$ cat src/rtl/changer_seq.sv
// Command sequencer: a start loads an operand, then queued bit-index commands
// toggle accumulator bits one per cycle until the job length is reached or a bad index aborts.
module changer_seq #(
  parameter int N     = 8,
  parameter int DEPTH = 4,
  parameter int LW    = 4
) (
  input  logic          i_clk,
  input  logic          i_rst,
  input  logic          i_start,
  input  logic [N-1:0]  i_a,
  input  logic [LW-1:0] i_len,
  input  logic [N-1:0]  i_b,
  input  logic          i_b_valid,
  output logic          o_b_ready,
  output logic [N-1:0]  o_out,
  output logic          o_busy,
  output logic          o_done,
  output logic          o_ERR,
  output logic [LW-1:0] o_cnt
);

  localparam int PW = $clog2(DEPTH);
  localparam int CW = PW + 1;
  localparam logic [LW-1:0] CNT_ONE  = LW'(1);
  localparam logic [PW-1:0] PTR_ONE  = PW'(1);
  localparam logic [CW-1:0] OCC_ONE  = CW'(1);
  localparam logic [CW-1:0] OCC_FULL = CW'(DEPTH);

  typedef enum logic [1:0] {
    ST_IDLE = 2'd0,
    ST_RUN  = 2'd1,
    ST_DONE = 2'd2,
    ST_ERR  = 2'd3
  } state_t;

  // Sign bit set, or magnitude not addressing a bit of the operand, is rejected.
  function automatic logic idx_bad(input logic [N-1:0] cmd);
    return cmd[N-1] || (32'(cmd[N-2:0]) >= 32'(N));
  endfunction

  function automatic logic [N-1:0] bit_mask(input logic [N-1:0] cmd);
    logic [N-1:0] m;
    m = '0;
    for (int i = 0; i < N; i++) begin
      m[i] = (32'(cmd[N-2:0]) == 32'(i));
    end
    return m;
  endfunction

  state_t        state_q, state_d;
  logic [N-1:0]  acc_q, acc_d;
  logic [LW-1:0] cnt_q, cnt_d;
  logic [LW-1:0] len_q, len_d;

  logic [N-1:0]  mem_q [DEPTH];
  logic [PW-1:0] wr_q, wr_d;
  logic [PW-1:0] rd_q, rd_d;
  logic [CW-1:0] occ_q, occ_d;

  logic          full_s;
  logic          empty_s;
  logic          push_s;
  logic          pop_s;
  logic          flush_s;
  logic [N-1:0]  head_s;

  assign full_s    = (occ_q == OCC_FULL);
  assign empty_s   = (occ_q == '0);
  assign head_s    = mem_q[rd_q];
  assign o_b_ready = !full_s && (state_q != ST_ERR) && !i_rst;
  assign push_s    = i_b_valid && o_b_ready;

  assign o_out  = acc_q;
  assign o_busy = (state_q == ST_RUN);
  assign o_done = (state_q == ST_DONE);
  assign o_ERR  = (state_q == ST_ERR);
  assign o_cnt  = cnt_q;

  // Job control: start handling, command execution and abort on a bad index.
  always_comb begin
    state_d = state_q;
    acc_d   = acc_q;
    cnt_d   = cnt_q;
    len_d   = len_q;
    pop_s   = 1'b0;
    flush_s = 1'b0;
    case (state_q)
      ST_IDLE, ST_DONE, ST_ERR: begin
        if (i_start) begin
          acc_d   = i_a;
          cnt_d   = '0;
          len_d   = i_len;
          state_d = (i_len == '0) ? ST_DONE : ST_RUN;
        end else if (state_q == ST_DONE) begin
          state_d = ST_IDLE;
        end else begin
          state_d = state_q;
        end
      end
      ST_RUN: begin
        if (empty_s) begin
          state_d = ST_RUN;
        end else if (idx_bad(head_s)) begin
          // Clearing acc on abort makes o_out read zero for the whole ERR stay.
          pop_s   = 1'b1;
          flush_s = 1'b1;
          acc_d   = '0;
          state_d = ST_ERR;
        end else begin
          pop_s = 1'b1;
          acc_d = acc_q ^ bit_mask(head_s);
          cnt_d = cnt_q + CNT_ONE;
          if (cnt_q == (len_q - CNT_ONE)) begin
            state_d = ST_DONE;
          end else begin
            state_d = ST_RUN;
          end
        end
      end
      default: begin
        state_d = ST_IDLE;
        acc_d   = '0;
        cnt_d   = '0;
      end
    endcase
  end

  // FIFO pointer and occupancy update; a flush overrides any same-cycle push.
  always_comb begin
    wr_d  = wr_q;
    rd_d  = rd_q;
    occ_d = occ_q;
    if (flush_s) begin
      wr_d  = '0;
      rd_d  = '0;
      occ_d = '0;
    end else begin
      if (push_s) begin
        wr_d = wr_q + PTR_ONE;
      end else begin
        wr_d = wr_q;
      end
      if (pop_s) begin
        rd_d = rd_q + PTR_ONE;
      end else begin
        rd_d = rd_q;
      end
      if (push_s && !pop_s) begin
        occ_d = occ_q + OCC_ONE;
      end else if (pop_s && !push_s) begin
        occ_d = occ_q - OCC_ONE;
      end else begin
        occ_d = occ_q;
      end
    end
  end

  // Control state registers.
  always_ff @(posedge i_clk or posedge i_rst) begin
    if (i_rst) begin
      state_q <= ST_IDLE;
      acc_q   <= '0;
      cnt_q   <= '0;
      len_q   <= '0;
    end else begin
      state_q <= state_d;
      acc_q   <= acc_d;
      cnt_q   <= cnt_d;
      len_q   <= len_d;
    end
  end

  // FIFO storage and pointers.
  always_ff @(posedge i_clk or posedge i_rst) begin
    if (i_rst) begin
      for (int i = 0; i < DEPTH; i++) begin
        mem_q[i] <= '0;
      end
      wr_q  <= '0;
      rd_q  <= '0;
      occ_q <= '0;
    end else begin
      if (push_s && !flush_s) begin
        mem_q[wr_q] <= i_b;
      end
      wr_q  <= wr_d;
      rd_q  <= rd_d;
      occ_q <= occ_d;
    end
  end

endmodule
$ cat config.mk
export PLATFORM = sky130hd
export DESIGN_NAME = changer_seq
export DESIGN_NICKNAME = d
export VERILOG_FILES = /design/src/rtl/changer_seq.sv
export SDC_FILE = /design/constraint.sdc
export NUM_CORES = 1
export LEC_CHECK = 0
export ABC_AREA = 1
export CORE_ASPECT_RATIO = 0.9
export CORE_MARGIN = 2
export CORE_UTILIZATION = 45
export CTS_BUF_LIST = sky130_fd_sc_hd__clkbuf_8
export DETAILED_ROUTE_END_ITERATION = 10
export GPL_TIMING_DRIVEN = 1
export PLACE_DENSITY = 0.67
export SLEW_MARGIN = 20
export SYNTH_ARGS = -nofsm -noshare
export SYNTH_HDL_FRONTEND = slang
export SYNTH_SLANG_ARGS = --single-unit
$ cat constraint.sdc
create_clock -name i_clk -period 4.42 [get_ports i_clk]
set_input_delay 0.884 -clock i_clk [delete_from_list [all_inputs] [get_ports i_clk]]
set_output_delay 0.884 -clock i_clk [all_outputs]
set_load 0.005 [all_outputs]
==> flow_summary.yaml <==
yosys:
  synth.cell_area_sq_um: 3130
  yosys.area.top_type: "dfrtp_1"
  yosys_warnings: 0
  synth.top_cells.by_area: "dfrtp_1, nand2_1, nand3_1"
  syn_inst: 399
  yosysTopAreaCellShare_pct: 45.6
  ys_ff_latch: 57
  ys_seq_area_share_pct: 45.6
  syn_avg_cell_area_sq_um: 7.84
  synthDistinctLibCells: 30
  synthesis.nets: 430
power:
  max-vdd-ir-drop_mv: 0.330
  p_per_area_nw_per_um2: 738
  leakagePower_nw: 1.84
global_routing:
  grt_max_degree: 58
  first_global_vias: 2547
  overflow: 0
  antenna_found_initial: 0
  track_usage_pct: 18.7
  grt_pass1_wl_mm: 11.6
clocking:
  clk_latency_ns: 0.33
  holdBufCountCts: 0
  clk_path_buf_depth: 2
  cts-htree-levels: 3
  post_cts_buffers: 0
  post_cts_resized: 0
  root_buffer: "clkbuf_8"
  cts_buffers: 9
  path_clk_slew_ns: 0.06
  tritoncts: "done"
  numClockSinks: 57
worst_setup_path:
  crit_fanout: 2
  cp.required_ns: 3.54
  arrival_ns: 1.94
  crit_type: "in2out"
  cp-start-kind: "primary input"
  crit_path_end_kind: "output pin"
route:
  drc_errors: 0
  drt_first_pass_iters: 4
  drt_iter0_drc: 192
  drt-vias-per-instance: 4.96
  wl_mm: 6.57
  vias: 2663
  ant_nets: 0
  post_drt_wl_per_cell_um: 12.2
final_layout:
  drive_gt1_share_pct: 8.50
  num_antenna_cells: 0
  area.growth.synth_to_final_pct: 20.6
  multi_input_area_sq_um: 1470
  fillers: 631
  regArea_sq_um: 1430
  final_common_cell: "nand2_1"
  nets: 473
  layout_common_cells: "nand2_1, dfrtp_1, inv_1"
placed_design:
  place_hpwl_mm: 4.69
  place_congestion: 0.844
  port_buffers: 39
sta:
  max_freq_mhz: 354
  finalCriticalPeriod_ns: 2.82
  finClkSkew_ns: 0.00946
  setup_violations: 0
  relSlewSlack_pct: 51.9
  hold_violations: 0
  worstMarginPinSlew_ns: 0.722
  period_share_pct: 63.8
  holdWs_ns: 0.485
  maxSlewViolCount: 0
  rsz0062_at_grt: "false"
  tns_ns: 0
die:
  die_width_um: 91.9
  rows: 28
  core-area_sq_um: 6660
  die_y_um: 83.1
  dieArea_sq_um: 7630
  initial_core_util_pct: 47.0
  pin_count: 40
outcome:
  outcome: "complete, no violations"
hold_path:
  min_path_type: "reg2reg"
run:
  cap_violations: 0
==> through the flow <==
stage	power [mW]	area, sq um	std cells	util, %	worst slack, ns
floorplan	1.94	3130	399	-	0.946
global placement	2.26	3560	521	53.6	1.61
detailed placement	2.30	3560	521	53.6	1.60
CTS	2.81	3770	537	56.7	1.59
global route	3.06	3770	537	56.7	1.53
finish	2.78	3770	537	56.7	1.60
==> power breakdown <==
part           leakage (nW)  switching (mW)  total (mW)  internal (mW)
logic                 0.997           0.797        1.34          0.539
registers             0.729           0.188       0.946          0.758
clock network         0.115           0.200       0.501          0.302
total                  1.84            1.18        2.78           1.60
==> area by class of cell <==
| cell class | instances | area share, % |
|---|---|---|
| Multi-Input combinational cell | 291 | 38.9 |
| Sequential cell | 57 | 37.8 |
| Timing Repair Buffer | 40 | 10.5 |
| Clock buffer | 12 | 4.38 |
| Inverter | 43 | 4.28 |
| Tap cell | 90 | 2.99 |
| Clock inverter | 4 | 1.13 |
==> cells in the mapped netlist (all sizes together) <==
cell type,n
xor2,3
fa,1
xnor2,6
o21ai,38
nand2,132
clkbuf,1
nand3b,1
o211ai,1
inv,42
nor3,2
o21a,1
clkinv,1
a21oi,19
ha,6
nand4,4
nor4,1
nor2,37
nand3,39
buf,7
dfrtp,57
==> final timing paths <==
| kind | from | end | slack, ns | cells after the start |
|---|---|---|---|---|
| worst max-delay path | i_rst | o_b_ready | 1.60 | 3 |
| worst min-delay path | mem_q[23] | mem_q[23] | 0.49 | 2 |
| worst max register to register | state_q[1] | occ_q[2] | 2.02 | 9 |
| worst min register to register | mem_q[23] | mem_q[23] | 0.49 | 2 |
| max in group asynchronous | i_rst | mem_q[18] | 2.82 | 3 |
| min in group asynchronous | i_rst | len_q[1] | 1.12 | 3 |
==> metal layers <==
| metal | track usage [%] | vias to the layer above | wire, um |
|---|---|---|---|
| met5 | 0 | - | 0 |
| met3 | 5.26 | 5 | 272 |
| met4 | 4.07 | 0 | 36 |
| met2 | 29.7 | 50 | 3080 |
| li1 | - | 1369 | - |
| met1 | 25.5 | 1239 | 3180 |
==> critical path, cell delays in order <==
cell,delay [ns]
clkdlybuf4s50_1,0.43
nor2_1,0.12
clkdlybuf4s50_1,0.51
==> registers in the layout (all words and copies together), names as in the netlist <==
signal,count
len_q,4
state_q,2
occ_q,3
o_out,8
o_cnt,4
mem_q,32
rd_q,2
wr_q,2
==> kinds of logic (layout without fill, tap and decap cells) <==
family / after synthesis / after routing / synth area share, %
flops: 57 / 57 / 45.6
xor+xnor: 9 / 9 / 2.52
buf+inv: 51 / 99 / 7.48
simple gates: 216 / 216 / 31.0
compound gates: 59 / 59 / 10.3
fa+ha+maj: 7 / 7 / 3.04
No activity file was read; power rests on OpenSTA's default activity.
